--- src/rtl/fetch_stage_pkg.sv ---
// Shared fetch-stage definitions: sizes, NOP encoding and buffer depth.
// Buffer depth is 2 when FETCH_PREFETCH_EN is defined, otherwise 1.
package fetch_stage_pkg;

    localparam int ADDR_SIZE  = 32;
    localparam int INSTR_SIZE = 32;
    localparam logic [INSTR_SIZE-1:0] NOP_ENC = 32'h0000_0013;

`ifdef FETCH_PREFETCH_EN
    localparam int DEPTH = 2;
`else
    localparam int DEPTH = 1;
`endif

    localparam int CNT_W  = 4;
    localparam int DROP_W = 8;
    localparam logic [CNT_W:0] DEPTH_CREDITS = (CNT_W+1)'(DEPTH);

    typedef struct packed {
        logic [ADDR_SIZE-1:0]  pc;
        logic [INSTR_SIZE-1:0] instr;
    } fetch_entry_t;

    localparam fetch_entry_t ENTRY_ZERO = '{pc: {ADDR_SIZE{1'b0}}, instr: {INSTR_SIZE{1'b0}}};

    function automatic logic [ADDR_SIZE-1:0] align_word(input logic [ADDR_SIZE-1:0] addr);
        return {addr[ADDR_SIZE-1:2], 2'b00};
    endfunction

endpackage

--- src/rtl/fetch_stage_buffer.sv ---
// fetch_buffer: small circular FIFO of {pc, instr} entries with clear.
// Push and pop in the same cycle are both honoured, also when full.
module fetch_buffer
    import fetch_stage_pkg::*;
#(
    parameter int DEPTH_P = 1
) (
    input  logic             clk,
    input  logic             reset,
    input  logic             push_i,
    input  logic             pop_i,
    input  logic             clear_i,
    input  fetch_entry_t     wdata_i,
    output fetch_entry_t     rdata_o,
    output logic [CNT_W-1:0] count_o,
    output logic             empty_o
);

    localparam int PTR_W = (DEPTH_P > 1) ? $clog2(DEPTH_P) : 1;

    fetch_entry_t     mem_q [DEPTH_P];
    logic [PTR_W-1:0] rd_ptr_q;
    logic [PTR_W-1:0] wr_ptr_q;
    logic [CNT_W-1:0] count_q;
    logic             do_pop_s;
    logic             do_push_s;

    function automatic logic [PTR_W-1:0] ptr_inc(input logic [PTR_W-1:0] ptr);
        return (ptr == PTR_W'(DEPTH_P - 1)) ? {PTR_W{1'b0}} : ptr + 1'b1;
    endfunction

    assign empty_o   = (count_q == {CNT_W{1'b0}});
    assign do_pop_s  = pop_i && !empty_o;
    assign do_push_s = push_i && ((count_q < CNT_W'(DEPTH_P)) || do_pop_s);
    assign rdata_o   = mem_q[rd_ptr_q];
    assign count_o   = count_q;

    // Storage, pointers and occupancy
    always_ff @(posedge clk or posedge reset) begin
        if (reset) begin
            rd_ptr_q <= {PTR_W{1'b0}};
            wr_ptr_q <= {PTR_W{1'b0}};
            count_q  <= {CNT_W{1'b0}};
            for (int i = 0; i < DEPTH_P; i++) begin
                mem_q[i] <= ENTRY_ZERO;
            end
        end else if (clear_i) begin
            rd_ptr_q <= {PTR_W{1'b0}};
            wr_ptr_q <= {PTR_W{1'b0}};
            count_q  <= {CNT_W{1'b0}};
        end else begin
            if (do_push_s) begin
                mem_q[wr_ptr_q] <= wdata_i;
                wr_ptr_q        <= ptr_inc(wr_ptr_q);
            end
            if (do_pop_s) begin
                rd_ptr_q <= ptr_inc(rd_ptr_q);
            end
            case ({do_push_s, do_pop_s})
                2'b10:   count_q <= count_q + 1'b1;
                2'b01:   count_q <= count_q - 1'b1;
                default: count_q <= count_q;
            endcase
        end
    end

endmodule

--- src/rtl/fetch_stage.sv ---
// Instruction fetch stage: credit-limited word fetch with in-order responses,
// redirect flush with stale-response dropping. Depth set by FETCH_PREFETCH_EN.
module fetch_stage
    import fetch_stage_pkg::*;
#(
    parameter logic [ADDR_SIZE-1:0]  RESET_PC  = 32'h0000_0000,
    parameter logic [INSTR_SIZE-1:0] NOP_INSTR = NOP_ENC
) (
    input  logic                  clk,
    input  logic                  reset,
    input  logic                  stall,
    input  logic                  redirect,
    input  logic [ADDR_SIZE-1:0]  redirectPC,
    output logic                  imemReq,
    output logic [ADDR_SIZE-1:0]  imemAddr,
    input  logic                  imemGnt,
    input  logic                  imemRValid,
    input  logic [INSTR_SIZE-1:0] imemRData,
    output logic [ADDR_SIZE-1:0]  PCOut,
    output logic [INSTR_SIZE-1:0] instrOut,
    output logic                  validOut
);

    logic [ADDR_SIZE-1:0] fetch_pc_q, fetch_pc_d;
    logic [CNT_W-1:0]     outstanding_q, outstanding_d;
    logic [DROP_W-1:0]    drop_q, drop_d;
    logic [CNT_W-1:0]     buf_count_s;
    logic [CNT_W:0]       credit_used_s;
    logic                 buf_empty_s;
    logic                 grant_s;
    logic                 push_s;
    logic                 pop_s;
    logic [ADDR_SIZE-1:0] resp_pc_s;
    fetch_entry_t         push_entry_s;
    fetch_entry_t         head_s;

    assign credit_used_s = {1'b0, buf_count_s} + {1'b0, outstanding_q};
    assign imemReq       = !reset && !redirect && (credit_used_s < DEPTH_CREDITS);
    assign imemAddr      = fetch_pc_q;
    assign grant_s       = imemReq && imemGnt;

    // Responses are in order, so the oldest live request sits `outstanding` words behind fetchPC.
    assign resp_pc_s    = fetch_pc_q - {{(ADDR_SIZE-CNT_W-2){1'b0}}, outstanding_q, 2'b00};
    assign push_entry_s = '{pc: resp_pc_s, instr: imemRData};
    assign push_s       = imemRValid && (drop_q == {DROP_W{1'b0}}) && !redirect;
    assign pop_s        = !buf_empty_s && !stall && !redirect;

    fetch_buffer #(.DEPTH_P(DEPTH)) u_buffer (
        .clk     (clk),
        .reset   (reset),
        .push_i  (push_s),
        .pop_i   (pop_s),
        .clear_i (redirect),
        .wdata_i (push_entry_s),
        .rdata_o (head_s),
        .count_o (buf_count_s),
        .empty_o (buf_empty_s)
    );

    assign validOut = !buf_empty_s;
    assign PCOut    = validOut ? head_s.pc : {ADDR_SIZE{1'b0}};
    assign instrOut = validOut ? head_s.instr : NOP_INSTR;

    // Next fetch PC and in-flight request accounting
    always_comb begin
        fetch_pc_d    = fetch_pc_q;
        outstanding_d = outstanding_q;
        drop_d        = drop_q;
        if (redirect) begin
            fetch_pc_d    = align_word(redirectPC);
            outstanding_d = {CNT_W{1'b0}};
            drop_d        = drop_q + DROP_W'(outstanding_q) - DROP_W'(imemRValid);
        end else begin
            if (grant_s) begin
                fetch_pc_d = fetch_pc_q + 32'd4;
            end else begin
                fetch_pc_d = fetch_pc_q;
            end
            case ({grant_s, push_s})
                2'b10:   outstanding_d = outstanding_q + 1'b1;
                2'b01:   outstanding_d = outstanding_q - 1'b1;
                default: outstanding_d = outstanding_q;
            endcase
            if (imemRValid && (drop_q != {DROP_W{1'b0}})) begin
                drop_d = drop_q - 1'b1;
            end else begin
                drop_d = drop_q;
            end
        end
    end

    // State registers
    always_ff @(posedge clk or posedge reset) begin
        if (reset) begin
            fetch_pc_q    <= RESET_PC;
            outstanding_q <= {CNT_W{1'b0}};
            drop_q        <= {DROP_W{1'b0}};
        end else begin
            fetch_pc_q    <= fetch_pc_d;
            outstanding_q <= outstanding_d;
            drop_q        <= drop_d;
        end
    end

endmodule

--- config.mk ---
export PLATFORM = sky130hd
export DESIGN_NAME = fetch_stage
export DESIGN_NICKNAME = d
export VERILOG_FILES = /design/src/rtl/fetch_stage_pkg.sv /design/src/rtl/fetch_stage_buffer.sv /design/src/rtl/fetch_stage.sv
export SDC_FILE = /design/constraint.sdc
export NUM_CORES = 1
export LEC_CHECK = 0
export CORE_MARGIN = 2
export CORE_UTILIZATION = 55
export CTS_BUF_LIST = sky130_fd_sc_hd__clkbuf_16
export CTS_CLUSTER_DIAMETER = 200
export CTS_CLUSTER_SIZE = 24
export DETAILED_ROUTE_END_ITERATION = 8
export DONT_BUFFER_PORTS = 1
export GPL_ROUTABILITY_DRIVEN = 0
export PLACE_DENSITY = 0.81
export SYNTH_ARGS = -nofsm -noshare
export SYNTH_HDL_FRONTEND = slang
export SYNTH_SLANG_ARGS = --single-unit
--- constraint.sdc ---
create_clock -name clk -period 4 [get_ports clk]
set_input_delay 0.8 -clock clk [delete_from_list [all_inputs] [get_ports clk]]
set_output_delay 0.8 -clock clk [all_outputs]
set_load 0.02 [all_outputs]
-- Word level (Yosys, flattened, before mapping)
Index checks and enable logic that the tools add are counted.
- bitwise operators: 1
- reductions and logical operators: 26
- $add $sub $neg: 12
- $lt $le $gt $ge: 5
- eq/ne operators: 4
- mux-type cells: 19
- operator list (kind ; number):
    32-bit two-way mux ; 4
    64-bit two-way mux ; 2
    64-bit bitwise mux ; 1
    32-bit by 3-bit adder with 32-bit output, second input constant ; 1
    32-bit by 6-bit subtractor with 32-bit output ; 1
    8-bit two-way mux ; 2
    4-bit one-hot mux with 2 select lines ; 2
    1-bit logical AND ; 11
    4-bit by 1-bit adder with 4-bit output, second input constant ; 2
    8-bit by 4-bit adder with 8-bit output ; 1
    8-bit logical NOT ; 1
    4-bit two-way mux ; 2
    2-bit nonzero test ; 4
    8-bit nonzero test ; 1
    4-bit by 1-bit subtractor with 4-bit output, second input constant ; 2
    8-bit by 1-bit subtractor with 8-bit output ; 1
    8-bit by 1-bit subtractor with 8-bit output, second input constant ; 1
    1-bit two-way mux ; 6
    3-bit nonzero test ; 2
    4-bit by 4-bit adder with 5-bit output ; 1
    5-bit by 1-bit less-than comparator with 1-bit output, second input constant ; 1
    2-bit by 1-bit == test with 1-bit output, second input constant ; 2
    2-bit == test, second input constant ; 2
    1-bit logical NOT ; 4
    other kinds (8) ; 10
- flip-flop bits (word level): 114
- bits of input ports: 70

-- Longest topological paths before layout
- depth after elaboration: 10
- gate-level depth with buffers: 13
- gate-level depth less buffers: 12

-- Cells and area by module
From an unflattened synthesis, not the netlist that was laid out.
- cell total of the unflattened synthesis: 706
- area, all modules: 7269.5 µm²
- modules (own cells, without submodules) (module ; seq. area each (µm²) ; area an instance (µm²) ; times used ; cells an instance):
    fetch_stage ; 1051.0 ; 4252.8 ; 1 ; 537
    fetch_buffer ; 1701.6 ; 3016.6 ; 1 ; 169

-- Worst setup path before layout
No wires, ideal clock.
- path type: flip-flop to flip-flop
- from: reg outstanding_q[0]
- to: reg outstanding_q[3]
- data required time: 3.875 ns
- period minus slack after synthesis: 3.229 ns
- arrival time: 3.104 ns
- setup slack: 0.771 ns
- path buffers: 1
- cell stages (with the launch flop): 14
- path through: dfrtp_1 -> ha_1 -> inv_1 -> fa_1 -> a211oi_1 -> mux2i_1 -> clkbuf_1 -> nor2_1 -> nor3_1 -> ha_1 -> a21o_1 -> a21oi_1 -> mux2i_1 -> mux2_2
- word-level cells in the longest chain between the ends: 7
- elaborated cells on any way between the ends: 11
- those cells by class: add/sub: 3; order compare: 1; eq/ne: 2; mux: 2; reduce/logical: 3
- ends and longest elaborated chain (what ; line ; source):
    from (decl) ; fetch_stage.sv:25 ; logic [CNT_W-1:0] outstanding_q, outstanding_d;
    from (signal assigned) ; fetch_stage.sv:96 ; outstanding_q <= {CNT_W{1'b0}};
    from (signal assigned) ; fetch_stage.sv:100 ; outstanding_q <= outstanding_d;
    4-bit by 4-bit adder with 5-bit output ; fetch_stage.sv:37 ; assign credit_used_s = {1'b0, buf_count_s} + {1'b0, outstanding_q};
    5-bit by 1-bit less-than comparator with 1-bit output ; fetch_stage.sv:38 ; assign imemReq = !reset && !redirect && (credit_used_s < DEPTH_CREDITS);
    1-bit logical AND ; fetch_stage.sv:38 ;
    1-bit logical AND ; fetch_stage.sv:40 ; assign grant_s = imemReq && imemGnt;
    2-bit by 1-bit == test with 1-bit output or 2-bit == test (tied branches) ; fetch_stage.sv:79 ; case ({grant_s, push_s})
    4-bit one-hot mux with 2 select lines ; fetch_stage.sv:79 ;
    4-bit two-way mux ; fetch_stage.sv:69 ; if (redirect) begin
Several ways; a longest one is shown, not always the timed one.
A chain may end at the register's enable or synchronous reset.

-- Worst setup path in the final report
Same ends and word-level chain as after synthesis.

==> out/results.ini <==
[status]
status=finished, final reports clean

[sta]
worstMarginPinSlew_ns=1.17
relSlewSlack_pct=21.8
period_share_pct=85.4
maxSlewViolCount=0
finalSetupTns_ns=0
fin_skew_ns=0.00599
hold_viol=0
fmax_mhz=293
grt_setup_unrepaired=false
setup_viol=0
finalCriticalPeriod_ns=3.42

[die]
die_w_um=116
rows=40
io_pins=168
die_h_um=116
dieArea_um2=13500
core_area_um2=12100
start_util_pct=57.0

[final_layout]
fin_nets=880
layout_commonest_cell=nand2_1
most-common-layout-cells=165 x nand2_1, 108 x dfrtp_1, 64 x nor2b_1
fill_cells=1068
areaGrowthSynthToFinish_pct=5.44
seqCellArea_um2=2700
multiInputGateArea_um2=3810
drive_gt1_share_pct=5.63

[critical_path]
worst-setup-path-type=flip-flop to flip-flop
worst_setup_path_end_kind=flip-flop
ff2ff_setup_slack_ns=0.58
cp_max_fo=11
crit_arrival_ns=3.65
ff2ff_path_depth=13
worst_ep_required_time_ns=4.24
startpoint_type=flip-flop
worstReg2RegStart=outstanding_q[0]$_DFFE_PP0P_
r2r-end=outstanding_q[3]$_DFFE_PP0P_

[clocking]
cts.sinks=108
cts_tree=done
path_clk_slew_ns=0.07
postCtsSetupBuffers=0
root_buffer=clkbuf_16
clockBufferDepth=2
cts_buffers=9
clk-insertion-delay-late_ns=0.35
htree_num_levels=3
cts_resized=0
postCtsHoldBufs=0

[place]
hpwl_um=12400
port_buffers=0

[grt]
grt-ovfl-total=0
grt_pass1_vias=5345
grt_pass1_wl_um=27100
antenna_found_initial=0
grtUsageTotal_pct=25.6
grt_max_degree=71

[synth]
ys_seq_elements=108
ys_seq_area_share_pct=39.2
synth_area_leaders=dfrtp_1 39%, nand2_1 9.0%, nor2b_1 5.8%
synth_top_area_share_pct=39.2
postSynthCellCount=812
synth_edf_count=0
ys.flop_type=dfrtp_1
synth_area_um2=6900
async_reset_ff_share_pct=100
yosysWarnings=0
yosysUniqueCellTypes=61
avgSynthCellArea_um2=8.50
yosysTopAreaCell=dfrtp_1

[drt]
drt-total-wl_um=17200
drt_iter0_drc=502
first_pass_iters=5
viasPerCell=6.03
wl_per_cell_um=18.1
num_vias=5730
ant_nets=0
route.detailed.drc=0

[hold_path]
min_path_type=input pin to asynchronous set/reset pin

[power_and_ir_drop]
peakVddDrop_v=0.000480
p_per_area_nw_per_um2=595
p_total_mw=4.33
leakage_nw=3.15

[flow_run]
drv_cap=0

[layout make-up]
class	count	share of cell area, %
tap	168	2.89
timing repair buffer	12	1.41
inverter	38	2.00
sequential	108	37.2
multi-input combinational	609	52.3
clock inverter	6	1.10
antenna	1	0.0344
clock buffer	9	3.10
[logic make-up after synthesis]
group / after synthesis / synth area share [%]
other: 1 / 0.0544
buffers and inverters: 98 / 6.02
adder cells (fa/ha/maj): 32 / 6.24
XOR/XNOR: 41 / 5.21
multiplexers: 13 / 1.94
AND/OR/NAND/NOR: 386 / 28.9
AO/OA/AOI/OAI: 133 / 12.4
flip-flops: 108 / 39.2
[critical path, cell delays in order, from the launching register on]
cell and delay (ns):
dfrtp_1 0.52, ha_1 0.23, inv_1 0.06, fa_1 0.40, a211oi_1 0.27, mux2i_1 0.13
buf_4 0.19, nor2_1 0.16, nor3_1 0.12, ha_1 0.30, a21o_1 0.19, a21oi_1 0.17
mux2i_1 0.23, mux2_2 0.34
[report_power, final]
group / switching [mW] / internal [mW] / leakage, nW
combinational: 1.11 / 0.657 / 1.58
sequential: 0.303 / 1.33 / 1.43
clock: 0.391 / 0.540 / 0.146
[per-stage QoR]
step / util [%] / hold slack (ns) / setup slack, ns / std cells / cell area (um^2)
after floorplan: - / 0.431 / 0.354 / 815 / 6910
after global placement: 57.5 / 0.442 / 0.782 / 935 / 6970
after detailed placement: 57.5 / 0.448 / 0.613 / 935 / 6970
after CTS: 60.0 / 0.463 / 0.603 / 950 / 7270
after global routing: 60.0 / 0.482 / 0.383 / 950 / 7270
final: 60.1 / 0.454 / 0.584 / 951 / 7270
[synth_stat cells (8+ instances only)]
library cell / instances
clkbuf_1: 46
a221o_1: 13
mux2i_1: 10
nand3_1: 24
inv_1: 38
nor3_1: 25
nor2_1: 24
a21oi_1: 15
o21ai_1: 8
and4_1: 8
nor2b_1: 64
o21ai_0: 54
dfrtp_1: 108
xnor2_1: 33
nand4_1: 14
nand2_1: 165
xor2_1: 8
ha_1: 28
nor4_1: 13
[state kept, by name (all words and copies together), names as in the netlist]
register,cells
imemAddr,30
outstanding_q,4
u_buffer.count_o,4
drop_q,8
u_buffer.mem_q,62
[routing by layer]
layer	global-route usage (%)	routed length, um
met1	31.8	6800
met2	43.0	8560
met3	6.49	1270
met4	10.0	565
met5	0	0
[how the worst max path moves through the flow]
stage | start | endpoint | slack, ns | depth (start not counted)
6_report | outstanding_q[0]$_DFFE_PP0P_ | outstanding_q[3]$_DFFE_PP0P_ | 0.58 | 13
3_3_place_gp | outstanding_q[0]$_DFFE_PP0P_ | outstanding_q[3]$_DFFE_PP0P_ | 0.78 | 13
5_1_grt | outstanding_q[0]$_DFFE_PP0P_ | outstanding_q[3]$_DFFE_PP0P_ | 0.38 | 13
2_1_floorplan | reset | drop_q[0]$_DFFE_PP0P_ | 0.35 | 1
4_1_cts | outstanding_q[0]$_DFFE_PP0P_ | outstanding_q[3]$_DFFE_PP0P_ | 0.60 | 13
3_5_place_dp | outstanding_q[0]$_DFFE_PP0P_ | outstanding_q[3]$_DFFE_PP0P_ | 0.61 | 13
No activity file was read; power rests on OpenSTA's default activity.
